`config.mk`:
```
export PLATFORM = sky130hd
export DESIGN_NAME = pipe_stage_buf
export DESIGN_NICKNAME = d
export VERILOG_FILES = /design/src/rtl/pipe_pkg.sv /design/src/rtl/pipe_buf_storage.sv /design/src/rtl/pipe_stage_buf.sv
export SDC_FILE = /design/constraint.sdc
export NUM_CORES = 1
export LEC_CHECK = 0
export BUFFER_PORTS_ARGS = -buffer_cell sky130_fd_sc_hd__buf_2
export CAP_MARGIN = 20
export CELL_PAD_IN_SITES_DETAIL_PLACEMENT = 0
export CELL_PAD_IN_SITES_GLOBAL_PLACEMENT = 1
export CORE_AREA = 3 3 145 147
export CTS_BUF_LIST = sky130_fd_sc_hd__clkbuf_16
export DETAILED_ROUTE_END_ITERATION = 10
export DIE_AREA = 0 0 148 150
export PLACE_DENSITY_LB_ADDON = 0.1
export SKIP_CTS_REPAIR_TIMING = 1
export SYNTH_ARGS = -nofsm -noshare
export SYNTH_HDL_FRONTEND = slang
export SYNTH_SLANG_ARGS = --single-unit
```
`constraint.sdc`:
```
create_clock -name cpu_clk -period 15.13 [get_ports cpu_clk]
set_input_delay 0.7565 -clock cpu_clk [delete_from_list [all_inputs] [get_ports cpu_clk]]
set_output_delay 0.7565 -clock cpu_clk [all_outputs]
set_load 0.02 [all_outputs]
```
`src/rtl/pipe_pkg.sv`:
```
// rtl/pipe_pkg.sv - shared pipeline-stage constants and types
package pipe_pkg;

  localparam int IF_ID_W      = 96;
  localparam int INSTR_LSB    = 0;
  localparam int PC_PLUS4_LSB = 32;
  localparam int PC_LSB       = 64;

  localparam logic [31:0] NOP_WORD = 32'd0;

  typedef enum logic [1:0] {
    OCC_EMPTY,
    OCC_PARTIAL,
    OCC_FULL
  } occ_e;

endpackage

```
`src/rtl/pipe_buf_storage.sv`:
```
// rtl/pipe_buf_storage.sv - DEPTH-entry register array, one write port, async read
module pipe_buf_storage #(
  parameter int DEPTH = 2,
  parameter int W     = 97,
  parameter int AW    = $clog2(DEPTH)
) (
  input  logic          clk,
  input  logic          reset,
  input  logic          we,
  input  logic [AW-1:0] waddr,
  input  logic [W-1:0]  wdata,
  input  logic [AW-1:0] raddr,
  output logic [W-1:0]  rdata
);

  logic [W-1:0] mem_q [DEPTH];

  always_ff @(negedge clk or posedge reset) begin
    if (reset) begin
      for (int i = 0; i < DEPTH; i++) mem_q[i] <= '0;
    end else if (we) begin
      mem_q[waddr] <= wdata;
    end
  end

  assign rdata = mem_q[raddr];

endmodule

```
`src/rtl/pipe_stage_buf.sv`:
```
// rtl/pipe_stage_buf.sv - elastic pipeline stage register with valid/ready and flush
module pipe_stage_buf
  import pipe_pkg::*;
#(
  parameter int DATA_W = IF_ID_W,
  parameter int TAG_W  = 1,
  parameter int DEPTH  = 2
) (
  input  logic                       cpu_clk,
  input  logic                       reset,
  input  logic                       flush,
  input  logic                       in_valid,
  output logic                       in_ready,
  input  logic [DATA_W-1:0]          in_data,
  input  logic [TAG_W-1:0]           in_tag,
  output logic                       out_valid,
  input  logic                       out_ready,
  output logic [DATA_W-1:0]          out_data,
  output logic [TAG_W-1:0]           out_tag,
  output logic [$clog2(DEPTH+1)-1:0] count
);

  localparam int AW = $clog2(DEPTH);
  localparam int CW = $clog2(DEPTH+1);

  logic [AW-1:0] wr_ptr_q, wr_ptr_d;
  logic [AW-1:0] rd_ptr_q, rd_ptr_d;
  logic [CW-1:0] count_q, count_d;
  occ_e          occ;
  logic          push, pop;
  logic [TAG_W+DATA_W-1:0] head;

  always_comb begin
    occ = OCC_PARTIAL;
    if (count_q == '0)               occ = OCC_EMPTY;
    else if (count_q == CW'(DEPTH))  occ = OCC_FULL;
  end

  // Ready depends only on registered occupancy, so a full buffer never
  // accepts a word even if the head is popped on the same edge.
  assign in_ready  = (occ != OCC_FULL);
  assign out_valid = (occ != OCC_EMPTY);
  assign push      = in_valid & in_ready & ~flush;
  assign pop       = out_valid & out_ready & ~flush;

  always_comb begin
    wr_ptr_d = wr_ptr_q;
    rd_ptr_d = rd_ptr_q;
    count_d  = count_q;
    if (flush) begin
      wr_ptr_d = '0;
      rd_ptr_d = '0;
      count_d  = '0;
    end else begin
      if (push) wr_ptr_d = wr_ptr_q + AW'(1);
      if (pop)  rd_ptr_d = rd_ptr_q + AW'(1);
      case ({push, pop})
        2'b10:   count_d = count_q + CW'(1);
        2'b01:   count_d = count_q - CW'(1);
        default: count_d = count_q;
      endcase
    end
  end

  always_ff @(negedge cpu_clk or posedge reset) begin
    if (reset) begin
      wr_ptr_q <= '0;
      rd_ptr_q <= '0;
      count_q  <= '0;
    end else begin
      wr_ptr_q <= wr_ptr_d;
      rd_ptr_q <= rd_ptr_d;
      count_q  <= count_d;
    end
  end

  pipe_buf_storage #(
    .DEPTH (DEPTH),
    .W     (TAG_W + DATA_W),
    .AW    (AW)
  ) u_storage (
    .clk   (cpu_clk),
    .reset (reset),
    .we    (push),
    .waddr (wr_ptr_q),
    .wdata ({in_tag, in_data}),
    .raddr (rd_ptr_q),
    .rdata (head)
  );

  assign out_data = out_valid ? head[DATA_W-1:0] : '0;
  assign out_tag  = out_valid ? head[TAG_W+DATA_W-1:DATA_W] : '0;
  assign count    = count_q;

endmodule

```
==> run metrics, run 1 <==
Cell variety after synth=22; Warnings, synthesis=0; Synth Register Bits=198; status=finished, final reports clean; Worst path most repeated cell=buf_4; Synth Cell Area=approximately 8800 sq um; nets=about 940; first-pass GRT wire length=~31000 um; GPL Wtd Cong=0.722; Port-buffer cells=202; grt total ovfl=0; slew at the pin closest to its max-slew limit=1.04 ns; Final Hold Fails=0; Slowest cell on crit path=buf_4; RSZ-0062 raised after global routing=false; clk_lat worst skew=around 0.40 ns; delay-heaviest family, CP=buffers and inverters; H-tree levels=4; MaxCap Viol Count=0; Max IR drop VDD=between 0.07 and 0.08 mV; HP Start=u_storage.mem_q[153]; initial antenna violation count=4; share of cells above drive strength 1=0.484; worst-path fanout max=56; syn_nets=between 700 and 800; dpl hpwl=about 13000 um; dpl cells=between 1000 and 1500; critical path capture point type=primary output; Die X=~150 um; FILL cells=~1800; die area=roughly 22000 sq um; clock root cell=clkbuf_16; GRT Total Usage=0.178; drt initial violations=between 200 and 250; crit path buf inv count=3; Placeable Area=20000 sq um; DR vias/cell=5.07; FF-to-FF setup slack=approximately 13 ns; Rows=between 50 and 60; starting density of the core=0.441; Worst setup SP type=flop; crit path from=rd_ptr_q; Die H=approximately 150 um; clk buf depth=2; largest net degree at the start of global routing=approximately 110; most common cell after layout, fill and taps aside=buf_2; PD cells=roughly 140 nW/um^2; Pre-Repair DR Iteration Count=4; Clock transition at path regs=approximately 0.05 ns; IO Pins=203; fin cells=1124; commonest non-fill, non-tap cells in the layout=buf_2, dfrtn_1, mux2_2; CP cell instances=buf_4, buf_4, mux2i_1, nor2_1, buf_2; Slew Viols, Final=0; setup violators final=0; average wire per standard cell=between 15 and 20 um; multi-input logic area=3650 sq um; Mean Syn Cell Area=13.6 sq um; CTS buffer count=17; Seq/Total Area, Yosys=0.561; DRT Wirelength=19800 um; Worst path max stage delay=around 0.9 ns; Sequential cell area=a little under 5000 sq um; worst relative slew slack=0.310; Worst Path Arrival=between 10 and 15 ns; worst hold path class=flop to flop; TritonCTS clock tree=built; CP Class=flop to primary output; vias=between 5000 and 6000; vias in the first global route=roughly 6000; clk_skew=about 0.0087 ns; CP required=roughly 14 ns; Antenna Nets Post-Route=0; leakage=4.89 nW; Area Overhead vs Synth=20.8%; CTS sink cnt=between 150 and 200; setup tns final=0 ns; Post-Syn Instances=around 650; DRC=0; FF-to-FF Start=count[1]
## cell families (layout without fill, tap and decap cells)
family,count (synthesis),after routing,synth area share
mux,291,291,0.357
flops,198,198,0.561
simple gates,105,105,0.0484
buf+inv,45,248,0.0263
compound gates,9,9,0.00595
xor+xnor,1,1,0.000992
other cells,0,2,0
## per-layer routing
metal | wire length (um) | global-route usage | vias up
li1 | - | - | 2636
met4 | 321 | 0.0614 | 4
met2 | 9730 | 0.298 | 143
met1 | 8640 | 0.223 | 2893
met5 | 23 | 0 | -
met3 | 1040 | 0.0509 | 26
## power breakdown
| group | switching [W] | internal [W] | total [W] | leakage [nW] |
|---|---|---|---|---|
| Sequential | 0.0000640 | 0.000669 | 0.000733 | 2.36 |
| Clock | 0.000207 | 0.000231 | 0.000439 | 0.277 |
| Combinational | 0.000155 | 0.000165 | 0.000320 | 2.26 |
## flip-flops by register name, indices dropped and copies added (netlist names)
register and flops:
u_storage.mem_q 194, count 2, wr_ptr_q 1, rd_ptr_q 1
## synthesized netlist by cell type
master    number  share of area
a21o_1         1        0.00085
buf_6          3         0.0038
a22oi_1        1        0.00085
mux2_1        30          0.038
clkbuf_1      13         0.0055
xor2_1         1        0.00099
buf_2         21          0.012
a21oi_1        3         0.0017
dfrtn_1      198           0.56
o211ai_1       1        0.00085
mux2i_1       97           0.11
nor2b_2        1        0.00099
inv_1          3         0.0013
buf_4          4         0.0034
or3_1          1        0.00071
mux2_2       164           0.21
nor4_4         1         0.0024
nand3b_1       1        0.00085
nand4b_1       1        0.00099
o21ai_0        3         0.0017
nor2_1       100          0.042
inv_2          1        0.00042
## final timing paths
path | to | cells after the start
max | out_data[11] | 5
min | u_storage.mem_q[153] | 1
max reg2reg | u_storage.mem_q[6] | 5
min reg2reg | u_storage.mem_q[153] | 1
max in group asynchronous | u_storage.mem_q[96] | 4
min in group asynchronous | u_storage.mem_q[162] | 2
## stage by stage
stage	utilization	instance area, sq um	setup slack [ns]	hold slack, ns	power [W]
floorplan	-	8830	1.61	0.418	0.000965
global placement	0.501	10000	4.26	0.427	0.00105
detailed placement	0.501	10000	4.22	0.435	0.00107
CTS	0.530	10600	3.75	0.434	0.00151
global route	0.533	10700	3.64	0.440	0.00157
finish	0.533	10700	3.82	0.430	0.00149
## final cells by class
cell class                      instances  share of cell area
Sequential cell                       198               0.464
Multi-Input combinational cell        406               0.342
Timing Repair Buffer                  212               0.106
Clock buffer                           17              0.0399
Tap cell                              270              0.0317
Clock inverter                         15              0.0138
Inverter                                4             0.00211
Antenna cell                            2            0.000469
## worst register-to-register path, cell delays in order, from the launching register on
cell and delay [ns]:
dfrtn_1 0.52, nor2b_2 0.33, inv_1 0.13, nand4b_1 0.14, buf_4 0.60, mux2_2 0.44
No activity file was read; power rests on OpenSTA's default activity.
==> inputs of run 2 (changes only) <==
CORE_AREA = 3 3 155 157   (was 3 3 145 147)
DIE_AREA = 0 0 158 160   (was 0 0 148 150)
clock period = 9.15 ns   (was 15.13 ns; I/O delays follow)
==> run 2 against run 1 <==
Against the previous run: final area barely moved; via count about the same; utilization shrank 6.1 points; critical path type unchanged.
==> run metrics, run 2 (synthesized netlist as in run 1, its figures left out) <==
Worst Path Arrival=between 6 and 7 ns; GRT Total Usage=0.159; GPL Wtd Cong=roughly 0.7; final worst slack=1.94 ns; Die X=about 160 um; vias in the first global route=~6100; DRT Wirelength=between 15000 and 20000 um; critical path capture point type=primary output; IO Pins=between 200 and 250; setup tns final=0 ns; TritonCTS clock tree=built; Place WS=around 2 ns; Max IR drop VDD=0.121 mV; Pre-Repair DR Iteration Count=4; worst relative slew slack=0.221; clk_skew=between 0.007 and 0.008 ns; Worst setup SP type=flop; leakage=4.88 nW; commonest non-fill, non-tap cells in the layout=buf_2, dfrtn_1, mux2_2; Rows=55; CP required=8.69 ns; first-pass GRT wire length=around 32000 um; crit path buf inv count=2; Slowest cell on crit path=nor2_4; Die H=roughly 160 um; status=finished, final reports clean; Largest register FFs=between 150 and 200; Reg with most FFs=u_storage.mem_q; met3 usage=0.0434; Worst path max stage delay=about 0.53 ns; die area=approximately 25000 sq um; Clock transition at path regs=approximately 0.050 ns; dpl hpwl=12500 um; most common cell after layout, fill and taps aside=buf_2; RSZ-0062 raised after global routing=false; DR vias/cell=5.01; worst hold path class=flop to flop; nets=between 900 and 1000; H-tree levels=4; GR peak layer=met2; CP Class=flop to primary output; drt initial violations=slightly below 200; PD cells=about 230 nW/um^2; largest net degree at the start of global routing=199; FF-to-FF setup slack=roughly 6.4 ns; CTS buffer count=17; setup violators final=0; average wire per standard cell=between 15 and 20 um; Antenna Nets Post-Route=0; Port-buffer cells=between 200 and 250; DRC=0; initial antenna violation count=7; MaxCap Viol Count=0; GR Util met1=0.203; clk_lat worst skew=about 0.40 ns; CTS sink cnt=just under 200; delay-heaviest family, CP=simple AND/OR/NAND/NOR gates; clk buf depth=2; grt met2 use=0.263; slew at the pin closest to its max-slew limit=approximately 1.2 ns; share of cells above drive strength 1=0.480; worst-path fanout max=77; clock root cell=clkbuf_16; Final Hold Fails=0; vias=5697; CP cell instances=nor2_4, buf_12, nor2_1, buf_2; grt total ovfl=0; Slew Viols, Final=0; starting density of the core=0.390; Placeable Area=approximately 23000 sq um; Area Overhead vs Synth=20.8%
run 2: final timing paths:
path / startpoint / endpoint / cells past startpoint
setup / recovery: count[0] / out_data[89] / 4
max in group asynchronous: reset / u_storage.mem_q[142] / 3
hold reg to reg: u_storage.mem_q[164] / u_storage.mem_q[164] / 1
hold / removal: u_storage.mem_q[164] / u_storage.mem_q[164] / 1
setup reg to reg: count[1] / u_storage.mem_q[72] / 5
min in group asynchronous: reset / u_storage.mem_q[156] / 3
run 2: per-layer routing:
metal / vias to the layer above / share of wire
li1: 2635 / -
met1: 2900 / 0.45
met2: 123 / 0.48
met3: 29 / 0.056
met4: 10 / 0.015
met5: - / 0.0029
run 2: power breakdown:
group	internal [W]	switching, W	total [W]
registers	0.00111	0.000102	0.00121
logic	0.000272	0.000254	0.000525
clock network	0.000384	0.000350	0.000734
run 2: cell type report:
class / instances / area [sq um]
clock inverters: 15 / 144
fillers: 2095 / 12000
clock buffers: 17 / 425
flip-flops and latches: 198 / 4950
diodes: 2 / 5.00
inverters: 4 / 18.8
multi-input cells: 406 / 3650
repair buffers: 210 / 1110
well taps: 285 / 357
run 2: worst register-to-register path, stage by stage, from the launching register on:
cell and delay [ns]:
dfrtn_1 0.53, nor2b_2 0.33, inv_1 0.13, nand4b_1 0.64, buf_4 0.59, mux2_2 0.41
run 2: through the flow:
stage | cell area [sq um] | instances | utilization | power, W | hold WS, ns
2_1_floorplan | 8840 | 649 | - | 0.00160 | 0.418
3_3_place_gp | 10100 | 1103 | 0.446 | 0.00173 | 0.426
3_5_place_dp | 10100 | 1103 | 0.446 | 0.00176 | 0.434
4_1_cts | 10700 | 1135 | 0.471 | 0.00250 | 0.434
5_1_grt | 10700 | 1137 | 0.471 | 0.00261 | 0.443
6_report | 10700 | 1137 | 0.471 | 0.00247 | 0.429
